**config.mk**
```make
export PLATFORM = sky130hd
export DESIGN_NAME = mouse_input_conditioner
export DESIGN_NICKNAME = d
export VERILOG_FILES = /design/src/rtl/mouse_pkg.sv /design/src/rtl/btn_debounce.sv /design/src/rtl/mouse_input_conditioner.sv
export SDC_FILE = /design/constraint.sdc
export NUM_CORES = 1
export LEC_CHECK = 0
export ABC_AREA = 1
export CORE_MARGIN = 3
export CORE_UTILIZATION = 50
export DETAILED_ROUTE_END_ITERATION = 6
export GPL_TIMING_DRIVEN = 0
export PLACE_DENSITY = 0.73
export SYNTH_ARGS = -nofsm -noshare
export SYNTH_HDL_FRONTEND = slang
export SYNTH_SLANG_ARGS = --single-unit
```
**constraint.sdc**
```tcl
create_clock -name pclk -period 2.1 [get_ports pclk]
set_clock_uncertainty 0.2 [all_clocks]
set_input_delay 0.21 -clock pclk [delete_from_list [all_inputs] [get_ports pclk]]
set_output_delay 0.21 -clock pclk [all_outputs]
set_load 0.05 [all_outputs]
```
**src/rtl/mouse_pkg.sv**
```systemverilog
// Shared mouse constants: bus width, visible screen limits and button bit positions.
package mouse_pkg;

    localparam int MOUSE_W      = 12;
    localparam int SCREEN_X_MAX = 799;
    localparam int SCREEN_Y_MAX = 599;

    localparam int BTN_LEFT   = 0;
    localparam int BTN_RIGHT  = 1;
    localparam int BTN_MIDDLE = 2;

    typedef logic [MOUSE_W-1:0] coord_t;

endpackage

```
**src/rtl/btn_debounce.sv**
```systemverilog
// Single-button debouncer: output toggles after DEB_CYCLES consecutive cycles of disagreement,
// with one-cycle press/release strobes registered on the toggling edge.
module btn_debounce #(
    parameter int DEB_CYCLES = 4
) (
    input  logic pclk,
    input  logic rst,
    input  logic b_in,
    output logic b_out,
    output logic press,
    output logic rel
);

    logic [7:0] cnt_reg;
    logic       b_out_reg;
    logic       press_reg;
    logic       rel_reg;

    always_ff @(posedge pclk) begin
        if (rst) begin
            cnt_reg   <= '0;
            b_out_reg <= 1'b0;
            press_reg <= 1'b0;
            rel_reg   <= 1'b0;
        end else begin
            press_reg <= 1'b0;
            rel_reg   <= 1'b0;
            // Any cycle agreeing with the current level restarts the count.
            if (b_in == b_out_reg) begin
                cnt_reg <= '0;
            end else if (cnt_reg == 8'(DEB_CYCLES - 1)) begin
                b_out_reg <= b_in;
                cnt_reg   <= '0;
                press_reg <= b_in;
                rel_reg   <= ~b_in;
            end else begin
                cnt_reg <= cnt_reg + 8'd1;
            end
        end
    end

    assign b_out = b_out_reg;
    assign press = press_reg;
    assign rel   = rel_reg;

endmodule

```
**src/rtl/mouse_input_conditioner.sv**
```systemverilog
// Mouse front-end: synchronises position/buttons into pclk, drops torn position samples,
// clamps to the screen and debounces buttons with press/release/moved strobes.
module mouse_input_conditioner
    import mouse_pkg::*;
#(
    parameter int W           = MOUSE_W,
    parameter int SYNC_STAGES = 2,
    parameter int X_MAX       = SCREEN_X_MAX,
    parameter int Y_MAX       = SCREEN_Y_MAX,
    parameter int NBTN        = 3,
    parameter int DEB_CYCLES  = 4
) (
    input  logic            pclk,
    input  logic            rst,
    input  logic [W-1:0]    xpos_in,
    input  logic [W-1:0]    ypos_in,
    input  logic [NBTN-1:0] btn_in,
    output logic [W-1:0]    xpos_out,
    output logic [W-1:0]    ypos_out,
    output logic [NBTN-1:0] btn_out,
    output logic [NBTN-1:0] btn_press,
    output logic [NBTN-1:0] btn_release,
    output logic            moved
);

    localparam int SW = 2 * W + NBTN;
    localparam logic [W-1:0] X_LIM = W'(X_MAX);
    localparam logic [W-1:0] Y_LIM = W'(Y_MAX);

    logic [SW-1:0]   sync_reg [SYNC_STAGES];
    logic [2*W-1:0]  prev_reg;
    logic [W-1:0]    xpos_reg;
    logic [W-1:0]    ypos_reg;
    logic            moved_reg;

    logic [W-1:0]    syn_x;
    logic [W-1:0]    syn_y;
    logic [NBTN-1:0] syn_b;
    logic [W-1:0]    cx;
    logic [W-1:0]    cy;
    logic            accept;

    // All input bits share one shift chain; the last stage is the pclk-domain view.
    always_ff @(posedge pclk) begin
        if (rst) begin
            for (int i = 0; i < SYNC_STAGES; i++) begin
                sync_reg[i] <= '0;
            end
        end else begin
            sync_reg[0] <= {xpos_in, ypos_in, btn_in};
            for (int i = 1; i < SYNC_STAGES; i++) begin
                sync_reg[i] <= sync_reg[i-1];
            end
        end
    end

    assign syn_x = sync_reg[SYNC_STAGES-1][SW-1 -: W];
    assign syn_y = sync_reg[SYNC_STAGES-1][NBTN +: W];
    assign syn_b = sync_reg[SYNC_STAGES-1][NBTN-1:0];

    // A multi-bit sample is only trusted once it has been identical on two consecutive cycles.
    assign accept = ({syn_x, syn_y} == prev_reg);
    assign cx     = (syn_x > X_LIM) ? X_LIM : syn_x;
    assign cy     = (syn_y > Y_LIM) ? Y_LIM : syn_y;

    always_ff @(posedge pclk) begin
        if (rst) begin
            prev_reg  <= '0;
            xpos_reg  <= '0;
            ypos_reg  <= '0;
            moved_reg <= 1'b0;
        end else begin
            prev_reg  <= {syn_x, syn_y};
            moved_reg <= 1'b0;
            if (accept) begin
                xpos_reg  <= cx;
                ypos_reg  <= cy;
                moved_reg <= ({cx, cy} != {xpos_reg, ypos_reg});
            end
        end
    end

    assign xpos_out = xpos_reg;
    assign ypos_out = ypos_reg;
    assign moved    = moved_reg;

    genvar gi;
    generate
        for (gi = 0; gi < NBTN; gi++) begin : g_btn
            btn_debounce #(
                .DEB_CYCLES(DEB_CYCLES)
            ) u_deb (
                .pclk  (pclk),
                .rst   (rst),
                .b_in  (syn_b[gi]),
                .b_out (btn_out[gi]),
                .press (btn_press[gi]),
                .rel   (btn_release[gi])
            );
        end
    endgenerate

endmodule
```
==> metrics.txt <==
crit end category=output pin; area of the die=0.01198 sq mm; Fin. Hold Viols=0; hold_ws=0.01596 ns; Net Count, Synth=751; largest net degree at the start of global routing=17; Startpoint Class=flip-flop; DP HPWL=7813 microns; cell taking the most area after synthesis=dfxtp_1; slowest stage delay, CP=0.79 ns; GR Util met2=0.3200; Synth Warn #=0; grt total ovfl=0; Peak VDD IR=549.5 uV; Compound-Gate Fraction of Synth Area=0.02384; Net Sw Frac=0.2197; Hold Path Cell Cnt=3; post-synthesis xor/xnor area fraction=0.04582; DRC violations left=0; Max Clk Rate=493.8 MHz; ANT cells=0; Area contributors post-synth=dfxtp_1, nor2_1, inv_1; worst r2r dst=xpos_out[0]; core area=0.01037 sq mm; Routed WL=11020 microns; Die X=109.5 microns; min-delay src=ypos_in[5]; Synth Area in Simple Gates=0.2878; crit-path cells=clkdlybuf4s50_1; area fraction of the dominant cell type after synthesis=0.5086; worst-path fanout max=1; Crit-path slowest cell=clkdlybuf4s50_1; NetSw=1.322 mW; fraction of layout cells with a size suffix above 1=0.07674; Worst Hold Class=in -> reg; Most Crowded Layer GR=met2; count of buffers from port buffering=62; routed vias/inst=4.660; Synth Register Bits=136; Clock Tree Buf Depth=2; status=complete, no violations; Worst Tran Pin Value=0.5464 ns; post-synthesis sequential area ratio=0.5086; FP Rows=37; max FFs per register=54; initial antenna violation count=0; GRT met1 Usage=0.2433; Worst-Skew Late Latency=0.52 ns; Seq pwr share=0.448; Pwr per Cell Area=866.3 mW/mm^2; Initial DRT Pass Iterations=5; nets@finish=855; reg-to-reg startpoint=sync_reg[0][48]; CP bufs+invs=1; H-tree depth=4; Reg2Reg Depth=9; DR iter-0 viols=248; DIE HEIGHT=109.5 microns; Worst Hold End=sync_reg[0][8]; Worst-path clk slew=0.06 ns; GPL Wtd Cong=0.8336; Cells after Synth=719; via count=4520; count of cell types in the netlist=31; I/O pin count=63; clock sinks=136; WP data required=1.69 ns; Mapped Avg Cell Area=7.445 sq um; GRT Overall Usage=0.1952; # setup viols final=0; Synth-to-Final Area Change=29.76%; combinational share of power=0.073; Max Slew Vio Count=0; Crit Path Class=reg -> out; Post-DRT Antenna Nets=0; Syn Std Cell Area=0.005353 sq mm; wire length per cell=11.36 microns; clock share of power=0.478; CP Data Arrival Time=1.62 ns; initial core utilization=0.5162; number of global-route vias before repair=4178; root buf cell=clkbuf_8; first-pass GRT wire length=18310 microns; Power Internal=4.695 mW; CTS tree=yes; final setup TNS=0 ns; final critical-path required period=2.025 ns; Pleak=3.447 nW; mux cell area share after synthesis=0; Reg2Reg Setup Slack=0.16 ns; maximum capacitance violations=0; Rel. slew slack=0.6324; TritonCTS Buffers=17; grt met3 use=0.05461; Final period util=0.9643; delay-heaviest family, CP=buffers and inverters; largest family of logic cells by synthesized area=simple AND/OR/NAND/NOR gates; Post-Synth Adder-Cell Area=0.007013
-- timing repair --
action	in CTS	in global routing
setup buffers	0	3
hold buffers	20	0
gates resized for setup	31	14
endpoints found under the hold margin	20	0
endpoints found under the setup margin	31	22
pin swaps	0	2
-- power groups by stage --
stage               Sequential, mW  Clock [mW]  Combinational (mW)
floorplan                     2.77           0               0.241
finish                        2.70        2.88               0.440
CTS                           2.70        2.91               0.429
detailed placement            2.75           0               0.400
global placement              2.75           0               0.393
global route                  2.70        3.05               0.495
-- Yosys cell counts, drive strengths merged --
| master | n |
|---|---|
| inv | 138 |
| o21ai | 6 |
| nor3 | 7 |
| or2 | 4 |
| ha | 3 |
| nor2 | 169 |
| nor4 | 6 |
| o22ai | 1 |
| clkbuf | 8 |
| buf | 19 |
| o2111ai | 1 |
| nand3 | 37 |
| xnor2 | 13 |
| o211ai | 1 |
| o21a | 1 |
| nor3b | 2 |
| a22oi | 3 |
| nand4 | 24 |
| nand2 | 116 |
| xor2 | 15 |
| a21oi | 9 |
| dfxtp | 136 |
-- stage by stage --
stage               worst slack [ns]    util  std cells  power, mW  cell area (sq um)
floorplan                     0.3822       -        719      3.010               5353
global placement             -0.3285  0.5924        917      3.141               6143
detailed placement           -0.3515  0.5924        917      3.151               6143
CTS                         0.005866  0.6635        967      6.037               6880
global route                -0.01024  0.6698        970      6.245               6945
finish                       0.07491  0.6698        970      6.016               6945
-- layout by cell type, fill, tap and decap left out, types with 5 or more instances in the layout --
cell type / n
nor3_1: 7
xor2_1: 15
inv_1: 136
a21oi_1: 8
nand4_1: 24
dlygate4sd3_1: 20
dfxtp_1: 134
clkbuf_16: 16
nor2_1: 165
nand2_1: 113
clkbuf_1: 11
dlygate4sd2_1: 31
xnor2_1: 13
buf_4: 13
clkdlybuf4s50_1: 29
nand3_1: 37
nor4_1: 5
-- logic make-up (layout without fill, tap and decap cells) --
group | after synthesis | in the layout
DFF | 136 | 136
and+or+nand+nor | 365 | 365
xor gates and xnor gates | 28 | 28
AOI/OAI and AO/OA | 22 | 22
adders and majority gates | 3 | 3
buffers and inverters | 165 | 280
-- cell type report --
type / count / area [sq um]
clock buffer: 22 / 452.9
clock inverter: 8 / 122.6
tap: 136 / 170.2
fill: 915 / 3425
buffer: 27 / 166.4
inverter: 138 / 518.0
timing repair buffer: 85 / 809.5
multi-input combinational: 418 / 1981
sequential: 136 / 2725
-- how the worst max path moves through the flow --
stage | startpoint | end | slack, ns | cells past startpoint
floorplan | sync_reg[0][48] | xpos_out[0] | 0.38 | 9
global placement | rst | sync_reg[0][46] | -0.33 | 5
detailed placement | rst | prev_reg[20] | -0.35 | 5
CTS | ypos_out[11] | ypos_out[11] | 0.006 | 1
global route | sync_reg[0][52] | xpos_out[2] | -0.01 | 10
finish | moved | moved | 0.07 | 1
-- metal layers --
layer	vias to the layer above	part of all wire
li1	2366	-
met1	2015	0.45
met2	124	0.47
met3	15	0.061
met4	0	0.013
met5	-	0
No activity file was read; power rests on OpenSTA's default activity.
